## config.mk

```make
export PLATFORM = sky130hd
export DESIGN_NAME = jogo_memoria_param
export DESIGN_NICKNAME = d
export VERILOG_FILES = /design/src/rtl/jogo_memoria_pkg.sv /design/src/rtl/detector_borda.sv /design/src/rtl/jogo_memoria_param.sv
export SDC_FILE = /design/constraint.sdc
export NUM_CORES = 1
export LEC_CHECK = 0
export CORE_MARGIN = 2
export CORE_UTILIZATION = 33
export DETAILED_ROUTE_END_ITERATION = 6
export GPL_ROUTABILITY_DRIVEN = 0
export PLACE_DENSITY_LB_ADDON = 0.1
export SETUP_SLACK_MARGIN = 0.5
export SYNTH_ARGS = -nofsm -noshare
export SYNTH_HDL_FRONTEND = slang
export SYNTH_HIERARCHICAL = 1
export SYNTH_SLANG_ARGS = --single-unit
```

## constraint.sdc

```tcl
create_clock -name clock -period 10.5 [get_ports clock]
set_clock_uncertainty 0.15 [all_clocks]
set_input_delay 1.05 -clock clock [delete_from_list [all_inputs] [get_ports clock]]
set_output_delay 1.05 -clock clock [all_outputs]
set_load 0.01 [all_outputs]
```

## src/rtl/jogo_memoria_pkg.sv

```systemverilog
// Shared definitions for the memory game: 5-bit state codes (also decoded by the
// 7-seg state display) and the 8-bit sequence LFSR seed/taps.
package jogo_memoria_pkg;

    typedef enum logic [4:0] {
        INICIAL     = 5'd0,
        PREPARA     = 5'd1,
        PROX_RODADA = 5'd2,
        EXIBE       = 5'd3,
        APAGA       = 5'd4,
        ESPERA      = 5'd5,
        REGISTRA    = 5'd6,
        COMPARA     = 5'd7,
        PROX_JOGADA = 5'd8,
        ACERTOU     = 5'd9,
        ERROU       = 5'd10,
        ESGOTOU     = 5'd11
    } estado_t;

    localparam logic [7:0] LFSR_SEMENTE = 8'hA5;
    // x^8 + x^6 + x^5 + x^4 + 1 -> feedback from bits 7, 5, 4, 3
    localparam logic [7:0] LFSR_TAPS    = 8'hB8;

    function automatic logic [7:0] lfsr_avanca(input logic [7:0] s);
        return {s[6:0], ^(s & LFSR_TAPS)};
    endfunction

endpackage

```

## src/rtl/detector_borda.sv

```systemverilog
// Rising-edge detector: one-cycle registered pulse when i_sinal goes 0 -> 1.
module detector_borda (
    input  logic clock,
    input  logic reset,
    input  logic i_sinal,
    output logic o_borda
);

    logic r_ant;
    logic r_borda;

    always_ff @(posedge clock) begin
        if (reset) begin
            r_ant   <= 1'b0;
            r_borda <= 1'b0;
        end else begin
            r_ant   <= i_sinal;
            r_borda <= i_sinal & ~r_ant;
        end
    end

    assign o_borda = r_borda;

endmodule

```

## src/rtl/jogo_memoria_param.sv

```systemverilog
// Parameterised memory ("Genius") game: generates an LFSR sequence, shows a growing
// prefix of it on the LEDs and checks the player's button presses against it.
module jogo_memoria_param
    import jogo_memoria_pkg::*;
#(
    parameter int unsigned N_BOTOES     = 4,
    parameter int unsigned PROFUNDIDADE = 16,
    parameter int unsigned T_EXIBE      = 1000,
    parameter int unsigned T_TIMEOUT    = 5000
) (
    input  logic                            clock,
    input  logic                            reset,
    input  logic                            jogar,
    input  logic [N_BOTOES-1:0]             botoes,
    input  logic [1:0]                      configuracao,
    output logic [N_BOTOES-1:0]             leds,
    output logic                            ganhou,
    output logic                            perdeu,
    output logic                            timeout,
    output logic                            pronto,
    output logic [$clog2(PROFUNDIDADE):0]   rodada,
    output logic [4:0]                      db_estado
);

    localparam int unsigned LB      = $clog2(N_BOTOES);
    localparam int unsigned AW      = $clog2(PROFUNDIDADE);
    localparam int unsigned RW      = AW + 1;
    localparam int unsigned T_APAGA = (T_EXIBE / 2 > 0) ? T_EXIBE / 2 : 1;
    localparam int unsigned T_MAX   = (T_EXIBE > T_TIMEOUT) ? T_EXIBE : T_TIMEOUT;
    localparam int unsigned TW      = $clog2(T_MAX + 1);

    estado_t               r_estado, w_estado_n;
    logic [LB-1:0]         r_mem [PROFUNDIDADE];
    logic [AW-1:0]         r_addr, w_addr_n;
    logic [AW-1:0]         r_idx, w_idx_n;
    logic [RW-1:0]         r_rodada, w_rodada_n;
    logic [TW-1:0]         r_tmr, w_tmr_n;
    logic [7:0]            r_lfsr, w_lfsr_n;
    logic [7:0]            r_cnt;
    logic                  r_to_hab, w_to_hab_n;
    logic [N_BOTOES-1:0]   r_jogada, w_jogada_n;
    logic [N_BOTOES-1:0]   r_leds, w_leds_n;
    logic                  r_ganhou, r_perdeu, r_timeout, r_pronto;
    logic                  w_we;
    logic                  w_borda;
    logic                  w_ultimo;
    logic [N_BOTOES-1:0]   w_esperado;

    detector_borda u_borda (
        .clock   (clock),
        .reset   (reset),
        .i_sinal (|botoes),
        .o_borda (w_borda)
    );

    assign w_ultimo   = (RW'(r_idx) == r_rodada - RW'(1));
    // Comparing against the one-hot expected value also rejects multi-button presses
    assign w_esperado = N_BOTOES'(1) << r_mem[r_idx];

    always_comb begin
        w_estado_n = r_estado;
        w_addr_n   = r_addr;
        w_idx_n    = r_idx;
        w_rodada_n = r_rodada;
        w_lfsr_n   = r_lfsr;
        w_to_hab_n = r_to_hab;
        w_jogada_n = r_jogada;
        w_we       = 1'b0;
        w_leds_n   = '0;

        case (r_estado)
            INICIAL, ACERTOU, ERROU, ESGOTOU: begin
                if (jogar) begin
                    w_estado_n = PREPARA;
                    w_addr_n   = '0;
                    w_to_hab_n = configuracao[1];
                    w_lfsr_n   = configuracao[0] ? ((r_cnt == 8'd0) ? 8'd1 : r_cnt)
                                                 : LFSR_SEMENTE;
                end
            end
            PREPARA: begin
                w_we     = 1'b1;
                w_lfsr_n = lfsr_avanca(r_lfsr);
                w_addr_n = r_addr + AW'(1);
                if (r_addr == AW'(PROFUNDIDADE - 1)) begin
                    w_estado_n = PROX_RODADA;
                    w_rodada_n = RW'(1);
                end
            end
            PROX_RODADA: begin
                w_idx_n    = '0;
                w_estado_n = EXIBE;
            end
            EXIBE: begin
                if (r_tmr == TW'(T_EXIBE - 1)) w_estado_n = APAGA;
            end
            APAGA: begin
                if (r_tmr == TW'(T_APAGA - 1)) begin
                    if (w_ultimo) begin
                        w_idx_n    = '0;
                        w_estado_n = ESPERA;
                    end else begin
                        w_idx_n    = r_idx + AW'(1);
                        w_estado_n = EXIBE;
                    end
                end
            end
            ESPERA: begin
                // A press wins over a simultaneous timer expiry
                if (w_borda)
                    w_estado_n = REGISTRA;
                else if (r_to_hab && (r_tmr == TW'(T_TIMEOUT - 1)))
                    w_estado_n = ESGOTOU;
            end
            REGISTRA: begin
                w_jogada_n = botoes;
                w_estado_n = COMPARA;
            end
            COMPARA: begin
                if (r_jogada != w_esperado)
                    w_estado_n = ERROU;
                else if (!w_ultimo)
                    w_estado_n = PROX_JOGADA;
                else if (r_rodada == RW'(PROFUNDIDADE))
                    w_estado_n = ACERTOU;
                else begin
                    w_rodada_n = r_rodada + RW'(1);
                    w_estado_n = PROX_RODADA;
                end
            end
            PROX_JOGADA: begin
                w_idx_n    = r_idx + AW'(1);
                w_estado_n = ESPERA;
            end
            default: w_estado_n = INICIAL;
        endcase

        // Shared phase timer restarts on every state change
        w_tmr_n = (w_estado_n != r_estado) ? '0 : r_tmr + TW'(1);

        if (w_estado_n == EXIBE)
            w_leds_n = N_BOTOES'(1) << r_mem[w_idx_n];
        else if (w_estado_n == ESPERA)
            w_leds_n = botoes;
    end

    always_ff @(posedge clock) begin
        if (reset) begin
            r_estado  <= INICIAL;
            r_addr    <= '0;
            r_idx     <= '0;
            r_rodada  <= '0;
            r_tmr     <= '0;
            r_lfsr    <= '0;
            r_cnt     <= '0;
            r_to_hab  <= 1'b0;
            r_jogada  <= '0;
            r_leds    <= '0;
            r_ganhou  <= 1'b0;
            r_perdeu  <= 1'b0;
            r_timeout <= 1'b0;
            r_pronto  <= 1'b0;
        end else begin
            r_estado  <= w_estado_n;
            r_addr    <= w_addr_n;
            r_idx     <= w_idx_n;
            r_rodada  <= w_rodada_n;
            r_tmr     <= w_tmr_n;
            r_lfsr    <= w_lfsr_n;
            r_cnt     <= r_cnt + 8'd1;
            r_to_hab  <= w_to_hab_n;
            r_jogada  <= w_jogada_n;
            r_leds    <= w_leds_n;
            r_ganhou  <= (w_estado_n == ACERTOU);
            r_perdeu  <= (w_estado_n == ERROU);
            r_timeout <= (w_estado_n == ESGOTOU);
            r_pronto  <= (w_estado_n == ACERTOU) || (w_estado_n == ERROU) ||
                         (w_estado_n == ESGOTOU);
        end
    end

    // Sequence memory: contents are don't-care after reset
    always_ff @(posedge clock) begin
        if (w_we) r_mem[r_addr] <= r_lfsr[LB-1:0];
    end

    assign leds      = r_leds;
    assign ganhou    = r_ganhou;
    assign perdeu    = r_perdeu;
    assign timeout   = r_timeout;
    assign pronto    = r_pronto;
    assign rodada    = r_rodada;
    assign db_estado = r_estado;

endmodule
```

==> results of run 1 <==
[cell type report]
type	instances	area, µm²
Sequential cell	94	2202
Timing Repair Buffer	29	282.8
Inverter	14	52.55
Clock buffer	12	236.5
Clock inverter	4	25.02
Tap cell	184	230.2
Fill cell	1468	8969
Multi-Input combinational cell	359	2536
[power groups by stage]
| stage | Sequential [mW] | Clock, mW | Combinational [mW] |
|---|---|---|---|
| floorplan | 0.395 | 0 | 0.0234 |
| global placement | 0.400 | 0 | 0.0334 |
| detailed placement | 0.400 | 0 | 0.0335 |
| CTS | 0.392 | 0.309 | 0.0337 |
| global route | 0.393 | 0.322 | 0.0377 |
| finish | 0.391 | 0.294 | 0.0332 |
[kinds of logic (layout without fill, tap and decap cells)]
group / Yosys count / after routing / share of synthesized area, %
other: 1 / 1 / 0.07638
AOI/OAI and AO/OA: 72 / 72 / 10.73
buffers and inverters: 38 / 59 / 3.619
and+or+nand+nor: 202 / 202 / 21.20
adders and majority gates: 10 / 10 / 2.548
muxes: 41 / 41 / 10.78
xor gates and xnor gates: 33 / 33 / 6.193
DFF: 94 / 94 / 44.85
[stage by stage]
step | power, mW | cells | util (%) | worst slack (ns)
floorplan | 0.4187 | 491 | - | 6.902
global placement | 0.4330 | 680 | 36.49 | 6.679
detailed placement | 0.4333 | 680 | 36.49 | 6.650
CTS | 0.7343 | 696 | 38.29 | 6.646
global route | 0.7524 | 696 | 38.29 | 6.357
finish | 0.7190 | 696 | 38.29 | 6.655
[synth_stat cells, drive strengths merged (7+ instances only)]
cell / number
ha: 10
buf: 8
edfxtp: 32
mux4: 8
nand3: 25
inv: 14
xnor2: 14
nand2: 29
nor3: 20
a21oi: 13
o21ai: 12
xor2: 18
nand2b: 7
dfxtp: 62
clkbuf: 16
nor2b: 7
mux2i: 28
nor2: 69
and3: 7
[worst max-delay path, delay by kind of cell (launching register included)]
family	cells	cell delay (ns)
AO/OA/AOI/OAI	6	1.55
AND/OR/NAND/NOR	3	1.43
flip-flops	1	0.37
adder cells (fa/ha/maj)	1	0.26
[registers in the layout, indices dropped and copies added, names as in the netlist]
register,cells
r_idx,4
perdeu,1
timeout,1
r_mem,32
r_tmr,13
u_borda/o_borda,1
r_jogada,4
r_cnt,8
r_to_hab,1
rodada,5
u_borda/r_ant,1
r_lfsr,8
ganhou,1
r_addr,4
db_estado,5
pronto,1
leds,4
[layer usage]
metal / GRT usage, % / routed length, µm / share of wire, %
met5: 0 / 0 / 0
met4: 5.559 / 174 / 1.5
met3: 3.356 / 312 / 2.7
met2: 25.14 / 5603 / 48
met1: 20.27 / 5569 / 48
[path summary, 6_finish.rpt]
check | startpoint | end | slack (ns)
max | r_tmr[0]$_SDFF_PP0_ | leds[2]$_SDFF_PP0_ | 6.65
min | u_borda/r_ant$_SDFF_PP0_ | u_borda/o_borda$_SDFF_PP0_ | 0.28
max reg2reg | r_tmr[0]$_SDFF_PP0_ | leds[2]$_SDFF_PP0_ | 6.65
min reg2reg | u_borda/r_ant$_SDFF_PP0_ | u_borda/o_borda$_SDFF_PP0_ | 0.28
==> metrics, run 1 <==
status=finished, final reports clean; Synth area leader=dfxtp_1; Max stage delay cell, worst path=or4_4; Max Transition Viols Final=0; ys flop type=dfxtp_1; first-pass GRT wire length=19.17 mm; register bit total from synthesis=94; mean post-synth cell area=9.999 µm²; Syn Std Cell Area=between 4000 and 5000 µm²; total CTS buffers=9; First DRT Iteration DRCs=~270; crit-path cells=ha_1 -> or4b_4 -> or4_4 -> a311oi_1 -> o21ai_1 -> a211oi_2 -> o21ai_1 -> nor4b_2 -> o21ai_1 -> o2bb2ai_1; ANT nets after route=0; Setup TNS=0 ns; IO Pins=27; clock group share of total power=roughly two fifths; Yosys cell types=71; post-route cell area=about 5600 µm²; slew of the pin with the lowest slew margin=approximately 0.83 ns; # rows=44; switching fraction of total power=around 23%; worst path arrival time=3.96 ns; sequential area share after synthesis=around 45%; Cell Int Power=0.5565 mW; Worst EP required=10.62 ns; Sw Pwr=0.1624 mW; first-pass detailed-route iteration total=4; routed via count=between 3,000 and 4,000; fraction of layout cells with a size suffix above 1=8.594%; ant diodes=0; Routed WL per cell=16.75 µm; Post-Synthesis Cells=491; Final Cycle Share=36.62%; area of the die=around 16,000 µm²; Starting Density=33.78%; clock sink total=94; CTS clk-pin slew, worst paths=around 0.06 ns; leak pwr=1.988 nW; synth warn=6; max cap viols=0; largest net degree at the start of global routing=43; vias in the first global route=3,671; worst-skew pair later-pin latency=0.34 ns; Max stage delay on crit path=0.56 ns; H-tree depth=3; WHS Path Cells=1; Post-DP Area=5304 µm²; remaining global-route overflow=0; post-synth top area share=25.28%; R2R depth=10; # resized after CTS=0; port bufs=26; FFs w/ async S/R, synth=0%; Synth Net Count=510; synth-to-layout area growth=13.35%; Root Driver=clkbuf_16; worst relative slew slack=43.47%; initial antenna violation count=0; endpoints failing setup=0; die width=approximately 130 µm; GRT Total Usage=15.43%; EDFF count, synth=32; nets@finish=526; most area-consuming cells after synthesis=dfxtp_1 25%, edfxtp_1 20%, mux2i_1 5.5%; crit start category=flop; drc violations=0; CTS tree=yes; Final Hold Vio Count=0; power per cell area=roughly 130 nW/µm²; most frequent cells in the layout=67 x nor2_1, 62 x dfxtp_1, 32 x edfxtp_1, 29 x nand2_1, 27 x mux2i_1; CTS Hold Bufs=0; worst hold margin=between 0.2 and 0.3 ns; Die Ht=126.0 µm; most frequent CP cell=o21ai_1; Critical Path Fanout Max=6; Max IR drop VDD=0.08204 mV; Detailed Place HPWL=8.486 mm; CTS Buffer Depth=2; core area=14,530 µm²; endpoint class of the critical path=flop; commonest non-fill, non-tap cell in the layout=nor2_1; final wirelength=11.66 mm; vias per cell=5.244; fin crit period=just under 4 ns; # Post-CTS Setup Buffers=0; Combinational Power Share=4.6%; Seq pwr share=54.4%; worst hold path type=flop to flop; RSZ-0062 raised after global routing=no; critical path type=flop to flop; Max Freq=260.1 MHz
No activity file was read; power rests on OpenSTA's default activity.
==> inputs of run 2 (changes only) <==
==> constraint.sdc (replaced) <==
create_clock -name clock -period 3.94 [get_ports clock]
set_clock_uncertainty 0.15 [all_clocks]
set_input_delay 0.394 -clock clock [delete_from_list [all_inputs] [get_ports clock]]
set_output_delay 0.394 -clock clock [all_outputs]
set_load 0.01 [all_outputs]
==> metrics, run 2 (same netlist as run 1, synthesis figures left out) <==
status=finished, final reports clean; CTS Buffer Depth=2; Largest register FFs=32; final wirelength=12.03 mm; Final Cycle Share=approximately nine tenths; slew of the pin with the lowest slew margin=1.075 ns; crit-path cells=ha_4 -> or4b_4 -> or4_4 -> o211a_1 -> a211oi_4 -> buf_6 -> buf_12 -> mux2i_1 -> mux2i_1 -> mux2_4 -> mux2_4 -> a32o_1; routed via count=between 3,000 and 4,000; CTS tree=yes; IO Pins=27; ANT nets after route=0; Max IR drop VDD=roughly 0.26 mV; switching fraction of total power=22.88%; Final Hold Vio Count=0; Cell Int Power=1.558 mW; vias per cell=between 5 and 6; worst relative slew slack=approximately a quarter; synth-to-layout area growth=20.64%; multi-input logic area=2634 µm²; power per cell area=341.0 nW/µm²; fin crit period=3.527 ns; Max stage delay cell, worst path=or4_4; largest net degree at the start of global routing=37; H-tree depth=3; Setup TNS=0 ns; storage element area=~2200 µm²; first-pass detailed-route iteration total=4; CTS clk-pin slew, worst paths=0.07 ns; Worst Path Buf+Inv=2; core area=14,530 µm²; worst hold path type=flop to flop; commonest non-fill, non-tap cell in the layout=nor2_1; ant diodes=0; largest delay contributor family on the critical path=simple AND/OR/NAND/NOR gates; drc violations=0; critical path type=flop to flop; first-pass GRT wire length=19.78 mm; top flop regs=r_mem: 32 flops, r_tmr: 13 flops; max cap viols=0; nets@finish=548; area of the die=15,870 µm²; Routed WL per cell=roughly 17 µm; Die Ht=roughly 130 µm; remaining global-route overflow=0; # rows=44; First DRT Iteration DRCs=281; most frequent cells in the layout=67 x nor2_1, 59 x dfxtp_1, 32 x edfxtp_1, 29 x nand2_1, 26 x clkdlybuf4s50_1; worst-skew pair later-pin latency=0.35 ns; GRT Total Usage=between 10% and 20%; Detailed Place HPWL=8.639 mm; Max Freq=283.5 MHz; initial antenna violation count=0; total CTS buffers=9; fraction of layout cells with a size suffix above 1=15.36%; clock sink total=94; crit start category=flop; Starting Density=between 30% and 40%; Max Transition Viols Final=0; port bufs=26; RSZ-0062 raised after global routing=yes; endpoint class of the critical path=flop; final core utilization=40.75%; endpoints failing setup=0; worst path arrival time=3.62 ns; filler cell count in the final layout=between 1,000 and 1,500; Combinational Power Share=4.8%; Max stage delay on crit path=roughly 0.54 ns; Top reg by flops=r_mem; Seq pwr share=between 50 and 60%; Critical Path Fanout Max=7; vias in the first global route=about 3,700; Sw Pwr=0.4622 mW; leak pwr=2.162 nW; clock group share of total power=43.5%; Worst EP required=4.04 ns; Root Driver=clkbuf_16; die width=between 100 and 150 µm
[run 2: changes by cell type in the layout (fill, tap and decap cells not counted), moves of 2 or more]
| cell | before | now |
|---|---|---|
| a22oi_2 | 0 | 2 |
| buf_4 | 3 | 20 |
| dfxtp_2 | 0 | 2 |
| mux2i_2 | 0 | 2 |
| buf_6 | 0 | 2 |
| clkbuf_1 | 3 | 1 |
| dfxtp_1 | 62 | 59 |
| mux2_2 | 5 | 2 |
| inv_6 | 0 | 2 |
| mux2i_1 | 27 | 25 |
| buf_12 | 0 | 2 |
| mux2_4 | 0 | 3 |
| a22oi_1 | 2 | 0 |
[run 2: area by class of cell]
class	count	area share, %
sequential	94	37.28
clock buffer	10	3.866
timing repair buffer	51	8.450
clock inverter	6	1.162
multi-input combinational	359	44.47
tap	184	3.887
inverter	14	0.8872
[run 2: worst paths after layout]
path,endpoint,from,slack [ns],cells after the start
setup / recovery,leds[1]$_SDFF_PP0_,r_tmr[1]$_SDFF_PP0_,0.41,12
hold / removal,u_borda/o_borda$_SDFF_PP0_,u_borda/r_ant$_SDFF_PP0_,0.27,1
setup reg to reg,leds[1]$_SDFF_PP0_,r_tmr[1]$_SDFF_PP0_,0.41,12
hold reg to reg,u_borda/o_borda$_SDFF_PP0_,u_borda/r_ant$_SDFF_PP0_,0.27,1
[run 2: what timing repair did]
item / in CTS / in global routing
setup buffers: 7 / 3
endpoints found under the setup margin: 4 / 17
hold buffers: 0 / 0
pin swaps: 4 / 6
gates cloned: 1 / 0
resized for setup: 7 / 14
[run 2: routing by layer]
| metal | GRT usage (%) | vias up | wire length (µm) |
|---|---|---|---|
| met5 | 0 | - | 0 |
| met4 | 5.430 | 0 | 201 |
| met3 | 3.951 | 14 | 490 |
| met2 | 25.11 | 78 | 5582 |
| met1 | 21.29 | 1799 | 5754 |
| li1 | - | 1863 | - |
[run 2: power by group through the flow]
| stage | Clock (mW) | Sequential [mW] | Combinational (mW) |
|---|---|---|---|
| 2_1_floorplan | 0 | 1.05 | 0.0627 |
| 3_3_place_gp | 0 | 1.06 | 0.0930 |
| 3_5_place_dp | 0 | 1.06 | 0.0935 |
| 4_1_cts | 0.907 | 1.04 | 0.0960 |
| 5_1_grt | 0.950 | 1.05 | 0.109 |
| 6_report | 0.879 | 1.04 | 0.0977 |
[run 2: worst reg2reg max path: cells and delay by family, from the launching register on]
kind	cells	cell delay, ns
simple gates	2	0.99
mux	4	0.87
compound gates	3	0.65
flops	1	0.36
buf+inv	2	0.28
fa+ha+maj	1	0.13
[run 2: metrics by stage]
stage	power [mW]	setup slack (ns)	hold slack [ns]	instance area, µm²	std cells
4_1_cts	2.045	0.3856	0.2707	5831	715
3_5_place_dp	1.158	0.3082	0.2517	5414	691
2_1_floorplan	1.117	0.3933	0.2368	4925	491
3_3_place_gp	1.158	0.3545	0.2520	5414	691
5_1_grt	2.104	0.2959	0.2808	5923	718
6_report	2.020	0.4129	0.2670	5923	718
